**src/rtl/axis_y_transpose_pkg.sv**
```systemverilog
// Shared sizing for the array output transpose buffer.
// Default array geometry, counter widths and bank index type.
package axis_y_transpose_pkg;

    localparam int Y_R  = 2;
    localparam int Y_C  = 2;
    localparam int Y_WY = 10;

    function automatic int cnt_w(input int n);
        return (n > 1) ? $clog2(n) : 1;
    endfunction

    localparam int Y_CW = cnt_w(Y_C);
    localparam int Y_RW = cnt_w(Y_R);

    typedef logic bank_idx_t;

endpackage

```
**src/rtl/axis_y_transpose_y_bank.sv**
```systemverilog
// One R x C tile register bank: column write port, row read port.
// A zero-filling write also clears every column below the written one.
module y_bank
    import axis_y_transpose_pkg::*;
#(
    parameter int R  = Y_R,
    parameter int C  = Y_C,
    parameter int WY = Y_WY,
    parameter int CW = cnt_w(C),
    parameter int RW = cnt_w(R)
) (
    input  logic                   clk,
    input  logic                   we,
    input  logic                   zfill,
    input  logic [CW-1:0]          wcol,
    input  logic [R-1:0][WY-1:0]   wdata,
    input  logic [RW-1:0]          rrow,
    output logic [C-1:0][WY-1:0]   rdata
);

    logic [R-1:0][C-1:0][WY-1:0] mem_q;
    logic [R-1:0][C-1:0][WY-1:0] mem_d;

    always_comb begin
        mem_d = mem_q;
        if (we) begin
            for (int r = 0; r < R; r++) begin
                for (int c = 0; c < C; c++) begin
                    if (c == int'(wcol)) begin
                        mem_d[r][c] = wdata[r];
                    end else if (zfill && (c < int'(wcol))) begin
                        mem_d[r][c] = '0;
                    end
                end
            end
        end
    end

    always_ff @(posedge clk) begin
        mem_q <= mem_d;
    end

    always_comb begin
        rdata = mem_q[rrow];
    end

endmodule

```
**src/rtl/axis_y_transpose.sv**
```systemverilog
// Ping-pong transpose buffer: array columns in (last column first),
// tile rows out in order 0..R-1, one AXI-stream beat per row.
module axis_y_transpose
    import axis_y_transpose_pkg::*;
#(
    parameter int R  = Y_R,
    parameter int C  = Y_C,
    parameter int WY = Y_WY
) (
    input  logic                  clk,
    input  logic                  rst,
    input  logic                  s_valid,
    output logic                  s_ready,
    input  logic                  s_last,
    input  logic [R-1:0][WY-1:0]  s_data,
    output logic                  m_valid,
    input  logic                  m_ready,
    output logic                  m_last,
    output logic [C-1:0][WY-1:0]  m_data,
    output logic                  err_last
);

    localparam int CW = (C == Y_C) ? Y_CW : cnt_w(C);
    localparam int RW = (R == Y_R) ? Y_RW : cnt_w(R);
    localparam logic [CW-1:0] WC_MAX = CW'(C - 1);
    localparam logic [RW-1:0] RR_MAX = RW'(R - 1);

    bank_idx_t         wb_q, wb_d;
    bank_idx_t         rb_q, rb_d;
    logic [CW-1:0]     wc_q, wc_d;
    logic [RW-1:0]     rr_q, rr_d;
    logic [1:0]        full_q, full_d;
    logic              err_q, err_d;

    logic              s_hs, m_hs, col_end, close;
    logic [1:0]        we;
    logic [CW-1:0]     wcol;
    logic [1:0][C-1:0][WY-1:0] rd;

    assign s_ready  = !full_q[wb_q];
    assign m_valid  = full_q[rb_q];
    assign m_last   = (rr_q == RR_MAX);
    assign m_data   = rd[rb_q];
    assign err_last = err_q;

    assign s_hs    = s_valid && s_ready;
    assign m_hs    = m_valid && m_ready;
    assign col_end = (wc_q == WC_MAX);
    assign close   = s_hs && (col_end || s_last);
    assign wcol    = WC_MAX - wc_q;

    // Write and read banks differ whenever both sides act, so the
    // set and clear of full flags never collide.
    always_comb begin
        wb_d   = wb_q;
        rb_d   = rb_q;
        wc_d   = wc_q;
        rr_d   = rr_q;
        full_d = full_q;
        we     = '0;
        err_d  = s_hs && (s_last != col_end);
        if (s_hs) begin
            we[wb_q] = 1'b1;
            wc_d     = wc_q + 1'b1;
        end
        if (close) begin
            full_d[wb_q] = 1'b1;
            wb_d         = ~wb_q;
            wc_d         = '0;
        end
        if (m_hs) begin
            if (rr_q == RR_MAX) begin
                full_d[rb_q] = 1'b0;
                rb_d         = ~rb_q;
                rr_d         = '0;
            end else begin
                rr_d = rr_q + 1'b1;
            end
        end
    end

    always_ff @(posedge clk) begin
        if (rst) begin
            wb_q   <= 1'b0;
            rb_q   <= 1'b0;
            wc_q   <= '0;
            rr_q   <= '0;
            full_q <= '0;
            err_q  <= 1'b0;
        end else begin
            wb_q   <= wb_d;
            rb_q   <= rb_d;
            wc_q   <= wc_d;
            rr_q   <= rr_d;
            full_q <= full_d;
            err_q  <= err_d;
        end
    end

    for (genvar gi = 0; gi < 2; gi++) begin : g_bank
        y_bank #(
            .R  (R),
            .C  (C),
            .WY (WY),
            .CW (CW),
            .RW (RW)
        ) u_bank (
            .clk   (clk),
            .we    (we[gi]),
            .zfill (s_last),
            .wcol  (wcol),
            .wdata (s_data),
            .rrow  (rr_q),
            .rdata (rd[gi])
        );
    end

endmodule
```
**config.mk**
```make
export PLATFORM = sky130hd
export DESIGN_NAME = axis_y_transpose
export DESIGN_NICKNAME = d
export VERILOG_FILES = /design/src/rtl/axis_y_transpose_pkg.sv /design/src/rtl/axis_y_transpose_y_bank.sv /design/src/rtl/axis_y_transpose.sv
export SDC_FILE = /design/constraint.sdc
export NUM_CORES = 1
export LEC_CHECK = 0
export CAP_MARGIN = 5
export CORE_MARGIN = 3
export CORE_UTILIZATION = 45
export DETAILED_ROUTE_END_ITERATION = 12
export PLACE_DENSITY = 0.68
export RECOVER_POWER = 25
export SLEW_MARGIN = 20
export SYNTH_ARGS = -nofsm -noshare
export SYNTH_HDL_FRONTEND = slang
export SYNTH_SLANG_ARGS = --single-unit
```
**constraint.sdc**
```tcl
create_clock -name clk -period 3.35 [get_ports clk]
set_input_delay 0.8375 -clock clk [delete_from_list [all_inputs] [get_ports clk]]
set_output_delay 0.8375 -clock clk [all_outputs]
set_load 0.01 [all_outputs]
```
# Word level (Yosys, flattened, before mapping)
# Index checks and enable logic that the tools add are counted.
# op_classes
add_sub_neg	3
magnitude_cmp	6
eq_ne	2
mux	22
bitwise	5
n_reduce_logical	15
# op_table
operator	count
20-bit 2-to-1 mux	6
10-bit 2-to-1 mux	3
2-bit AND reduction	5
2-bit 2-to-1 mux	4
1-bit logical AND	7
1-bit 2-to-1 mux	7
1-bit by 2-bit < comparator with 1-bit output, second input constant	3
1-bit adder, second input constant	2
2-bit bitwise AND	1
1-bit demux with 1-bit select	2
1-bit greater-or-equal comparator, second input constant	2
2-bit != test, second input constant	1
1-bit NOT	2
2-bit NOT	1
2-bit bitwise OR	1
2-bit OR reduction	1
1-bit zero test	1
1-bit logical OR	1
1-bit < comparator, first input constant	1
1-bit != test	1
1-bit subtractor, first input constant	1
# totals
ff_bits	87
input_bits	25
out_inout_bits	24
wordCells	67

# Longest topological paths before layout
# Gate-level depths: netlist of run 1.
# depth
depth_word	9
mapped_depth	5
mapped_depth_nobuf	5

# By module
# A second synthesis of run 1 with hierarchy kept.
# unflattened
cells_unflattened	235
area_unflattened_um2	3957.5
# modules_own_cells
module	n_inst	cells_each	area_each_um2	seq_area_each_um2
y_bank	2	87	1676.6	1201.2
axis_y_transpose	1	61	604.3	140.1

# Worst setup path before layout of run 1
# OpenSTA, ideal clock, no wires.
# synth_timing
path_type	input to register
start	input s_last
end	register g_bank[0].u_bank.mem_q[0] (netlist bit), enable pin
setup_ps	422
t_arrival_ps	2598
required_time_ps	2928
path_slack_ps	330
cell_stages	4
n_path_buf	0
cell_sequence	inv_1 > ha_1 > nand2b_1 > nor3_1
# synth_via
elab_chain_cells	3
# synth_lines
item	line_no	rtl
from (decl)	axis_y_transpose.sv:14	input logic s_last,
1-bit logical AND	axis_y_transpose_y_bank.sv:31	end else if (zfill && (c < int'(wcol))) begin
2-bit != test (no source line)	n/a	
2-bit AND reduction (no source line)	n/a	
to (signal assigned)	axis_y_transpose_y_bank.sv:40	mem_q <= mem_d;
to (decl)	axis_y_transpose_y_bank.sv:21	logic [R-1:0][C-1:0][WY-1:0] mem_q;
# No other way between the ends.
# A chain may end at the register's enable or synchronous reset.

==> reports/metrics.cfg, run 1 <==
[status]
outcome=finished, final reports clean

[routing]
drtIter0Drc=57
wl_per_cell_microns=17.1
vias=1705
drc_errors=0
wl_microns=5790
ant_nets=0
first_pass_iters=4
via_per_inst=5.04

[cts]
cts-hold-fix-buffers=0
cts_setup_buffers=0
clkLatencyLatePin_ps=340
cts_max_level=3
cts_sinks=87
clock_path_buffers=2
cts_resized=0
cts_root_buf=clkbuf_8
path_clk_slew_ps=80
numCtsBuffers=9
cts_tree=built

[floorplanning]
start_util_pct=46.6
fp.dieArea_sq_um=8680
fp.dieW_microns=93.2
rows=31
num_io_pins=49
core-area_sq_um=7330
die_h_microns=93.2

[sta]
period_share_pct=94.2
slew_viol_final=0
slew-limit-headroom_pct=57.4
fmax_ghz=0.317
setup_tns_ps=0
rsz0062_at_grt=false
hold_violations=0
worst_pin_slew_ps=639
period_minus_slack_ps=3150
fin_skew_ps=11.0
layout_setup_ws_ps=196
finalSetupViolations=0

[synth]
synth_flop_cell=edfxtp_1
netlist_top_cells_area=edfxtp_1 70%, mux4_2 12%, dfxtp_1 4.1%
ys_ff_latch=87
ys_async_sr_fraction_pct=0
yosys-top-cells-count=80 x edfxtp_1, 20 x and2_1, 18 x mux4_2, 7 x dfxtp_1, 6 x nor2_1
syn_nets=200
synthMostInstantiatedCell=edfxtp_1
synth-seq-area-share_pct=74.4
synth_area_leader_cell=edfxtp_1
ys_types=27
synth_top_area_share_pct=70.3
avgSynthCellArea_sq_um=19.8
synth_edf_count=80
ys_warn_count=0
synth_cells=173
syn_area_sq_um=3420

[finish]
fin_area_sq_um=4280
finalNetCount=261
area_growth_pct=25.1
drive_above_1_share_pct=20.9
antennaDiodeCount=0

[job]
drv_cap=0

[placed_design]
dp_hpwl_microns=3940
preCtsSetupSlack_ps=490
placed_area_sq_um=4080
io_buffers=48
routabilityCongestion=0.735

[global_route]
grt_pass1_vias=1821
track_usage_pct=14.7
antenna_found_initial=0
grt_overflow=0
grt_pass1_wl_microns=9300
grt_max_degree=22

[pwr]
peakVddDrop_v=0.000257
leakage_uw=0.00141
powerDensity_nw_per_um2=521

[critical_path]
worstPathArrival_ps=2320
rr_worst_depth=5
reg2reg_slack_ps=1610
r2r_start=col_end$_SDFFE_PP0N_
worstPathRequired_ps=2510
r2r-end=g_bank[0].u_bank.mem_q[28]$_DFFE_PP_
end_kind=primary output
cp_max_fo=21
crit_type=flop to primary output
critPathLaunch=m_last$_SDFFE_PP0N_
crit_path_start_kind=flop
endpoint=m_data[7]

[worst_hold_path]
hold_class=flop to flop
hold_start=full_q[1]$_SDFF_PP0_

-- where the power goes --
part / total (uW) / leakage [uW] / switching, uW / internal, uW
clock network: 722 / 0.0000925 / 371 / 351
logic: 233 / 0.000515 / 102 / 131
registers: 1270 / 0.000807 / 25.0 / 1250
total: 2230 / 0.00141 / 498 / 1730
-- state kept, by name (all words and copies together), names as in the netlist --
name,count
rb_q,1
g_bank.u_bank.mem_q,80
m_last,1
wb_q,1
err_last,1
col_end,1
full_q,2
-- cell usage in the layout, fill, tap and decap left out --
cell / n
edfxtp_1: 80
clkdlybuf4s50_1: 28
dlygate4sd3_1: 20
mux4_2: 18
and2_1: 16
clkbuf_8: 9
buf_4: 8
dfxtp_1: 6
nand2_1: 5
inv_1: 4
and2_0: 4
nor2_1: 4
nand2b_1: 3
nor3b_1: 3
a31oi_1: 3
clkinvlp_4: 3
mux4_1: 2
nor2_2: 2
nor3_2: 2
ha_1: 2
inv_6: 2
buf_12: 2
mux2i_1: 1
o22ai_1: 1
nor3_1: 1
o21bai_1: 1
a211o_1: 1
nand3_1: 1
nor2b_1: 1
a21boi_0: 1
mux2_2: 1
and4b_1: 1
bufinv_16: 1
clkinv_4: 1
dfxtp_2: 1
-- per-layer routing --
| layer | part of all wire (%) | GRT usage [%] |
|---|---|---|
| met5 | 0 | 0 |
| met1 | 45 | 18.9 |
| met2 | 49 | 23.6 |
| met4 | 1.2 | 5.98 |
| met3 | 4.0 | 4.10 |
-- area by class of cell --
| cell class | count | area, sq um |
|---|---|---|
| inverters | 4 | 15.0 |
| repair buffers | 58 | 581 |
| well taps | 99 | 124 |
| clock buffers | 9 | 124 |
| fillers | 541 | 3050 |
| flip-flops and latches | 87 | 2540 |
| clock inverters | 7 | 78.8 |
| multi-input cells | 74 | 812 |
-- how the worst min path moves through the flow --
stage                            to  depth (start not counted)
6_report       full_q[1]$_SDFF_PP0_                          2
5_1_grt        full_q[1]$_SDFF_PP0_                          2
4_1_cts        full_q[1]$_SDFF_PP0_                          2
3_5_place_dp   full_q[1]$_SDFF_PP0_                          2
3_3_place_gp   full_q[1]$_SDFF_PP0_                          2
2_1_floorplan  full_q[1]$_SDFF_PP0_                          2
-- metrics by stage --
step | hold slack [ps] | total power, uW | util (%) | instances
after floorplan | 472 | 1410 | - | 173
after global placement | 523 | 1540 | 55.6 | 322
after detailed placement | 515 | 1540 | 55.6 | 322
after CTS | 536 | 2260 | 58.4 | 338
after global routing | 566 | 2320 | 58.4 | 338
final | 534 | 2230 | 58.4 | 338
-- kinds of logic after synthesis --
group / count (synthesis) / synth area share, %
buffers and inverters: 12 / 2.34
multiplexers: 22 / 14.0
AND/OR/NAND/NOR: 43 / 7.13
flip-flops: 87 / 74.4
adder cells (fa/ha/maj): 2 / 0.732
AO/OA/AOI/OAI: 7 / 1.43
-- critical path, stage by stage, from the launching register on --
cell and delay (ps):
dfxtp_2 750, buf_4 250, mux4_2 490, clkdlybuf4s50_1 490
Note: power is estimated with default switching activity, not from simulation.
==> run 2: changes to the inputs <==
CTS_BUF_LIST = sky130_fd_sc_hd__clkbuf_4 sky130_fd_sc_hd__clkbuf_8   (was default)
SETUP_SLACK_MARGIN = 0.15   (was default)
==> reports/metrics.cfg, run 2 (synthesis gave the netlist of run 1 again) <==
[status]
outcome=finished, final reports clean

[critical_path]
r2r-end=g_bank[0].u_bank.mem_q[28]$_DFFE_PP_
crit_path_cell_trace=buf_4 -> mux4_2 -> clkdlybuf4s50_1
rr_worst_depth=5
worstPathRequired_ps=2510
cp_slowest_cell=dfxtp_4
crit_buf_inv=2
reg2reg_slack_ps=1610
r2r_start=col_end$_SDFFE_PP0N_
critical-path-top-delay-family=buffers and inverters
crit_path_start_kind=flop
worstPathArrival_ps=2110
critPathMaxStageDelay_ps=580
crit_type=flop to primary output
end_kind=primary output
cp_max_fo=21

[finish]
final_cell_mix=80 x edfxtp_1, 28 x clkdlybuf4s50_1, 20 x dlygate4sd3_1, 18 x mux4_2, 16 x and2_1
largest_reg_flops=80
multi_input_area_sq_um=812
fin_area_sq_um=4280
regArea_sq_um=2550
mostFrequentLayoutCell=edfxtp_1
top_register=g_bank.u_bank.mem_q
fillers=540
antennaDiodeCount=0
reg_top3=g_bank.u_bank.mem_q: 80 flops, full_q: 2 flops
drive_above_1_share_pct=20.9
area_growth_pct=25.2
finalNetCount=261

[sta]
period_share_pct=87.9
worst_pin_slew_ps=561
fmax_ghz=0.340
fin_skew_ps=11.0
setup_tns_ps=0
slew-limit-headroom_pct=62.4
hold_violations=0
slew_viol_final=0
rsz0062_at_grt=false
finalSetupViolations=0
period_minus_slack_ps=2940

[global_route]
antenna_found_initial=0
grt_pass1_vias=1821
grt_max_degree=22
grt_overflow=0
grt_pass1_wl_microns=9300
track_usage_pct=14.7

[routing]
drtIter0Drc=57
wl_per_cell_microns=17.1
via_per_inst=5.04
ant_nets=0
vias=1705
first_pass_iters=4
drc_errors=0
wl_microns=5790

[floorplanning]
num_io_pins=49
core-area_sq_um=7330
die_h_microns=93.2
fp.dieArea_sq_um=8680
rows=31
fp.dieW_microns=93.2
start_util_pct=46.6

[worst_hold_path]
hold_start=full_q[1]$_SDFF_PP0_
hold_class=flop to flop
min_to=full_q[1]$_SDFF_PP0_
holdPathStages=2

[cts]
cts_sinks=87
clock_path_buffers=2
cts_root_buf=clkbuf_8
numCtsBuffers=9
cts_tree=built
clkLatencyLatePin_ps=340
path_clk_slew_ps=80
cts_max_level=3
cts-hold-fix-buffers=0

[pwr]
leakage_uw=0.00141
peakVddDrop_v=0.000257
powerDensity_nw_per_um2=520

[placed_design]
io_buffers=48
dp_hpwl_microns=3940
placed_area_sq_um=4080
routabilityCongestion=0.735

[job]
drv_cap=0

-- run 2: power breakdown --
part | internal, uW | switching, uW | total, uW
clock network | 351 | 371 | 722
registers | 1250 | 25.0 | 1270
logic | 131 | 102 | 233
total | 1730 | 498 | 2230
-- run 2: routing by layer --
metal / part of all wire, % / GRT usage (%) / vias to the layer above
met5: 0 / 0 / -
met1: 45 / 18.9 / 850
li1: - / - / 810
met2: 49 / 23.6 / 38
met4: 1.2 / 5.98 / 0
met3: 4.0 / 4.10 / 7
-- run 2: what timing repair did --
item / CTS / global route
setup buffers: 0 / 0
endpoints found under the setup margin: 6 / 0
gates resized for setup: 1 / 0
endpoints found under the hold margin: 0 / 0
-- run 2: worst max-delay path by stage --
stage	slack (ps)	to	from	cells after the start
after global routing	250	m_data[7]	m_last$_SDFFE_PP0N_	3
after CTS	350	m_data[7]	m_last$_SDFFE_PP0N_	3
after global placement	520	m_data[18]	m_last$_SDFFE_PP0N_	3
after detailed placement	490	m_data[7]	m_last$_SDFFE_PP0N_	3
final	410	m_data[7]	m_last$_SDFFE_PP0N_	3
after floorplan	330	g_bank[0].u_bank.mem_q[0]$_DFFE_PP_	s_last	4
-- run 2: worst min-delay path: stages, from the launching register on --
cell and delay, ps:
dfxtp_1 370, a31oi_1 50, nor2_1 80
-- run 2: final cells by class --
cell class,count,area share [%]
inverters,4,0.351
repair buffers,58,13.6
flip-flops and latches,87,59.5
multi-input cells,74,19.0
well taps,99,2.89
clock inverters,7,1.84
clock buffers,9,2.89
-- run 2: stage by stage --
step                      cells  hold slack, ps  power, uW  util (%)  setup WS [ps]
after detailed placement    322             515       1540      55.6            490
after global routing        338             566       2320      58.4            254
after CTS                   338             536       2260      58.4            347
final                       338             534       2230      58.4            405
after floorplan             173             472       1410         -            330
after global placement      322             523       1540      55.6            517
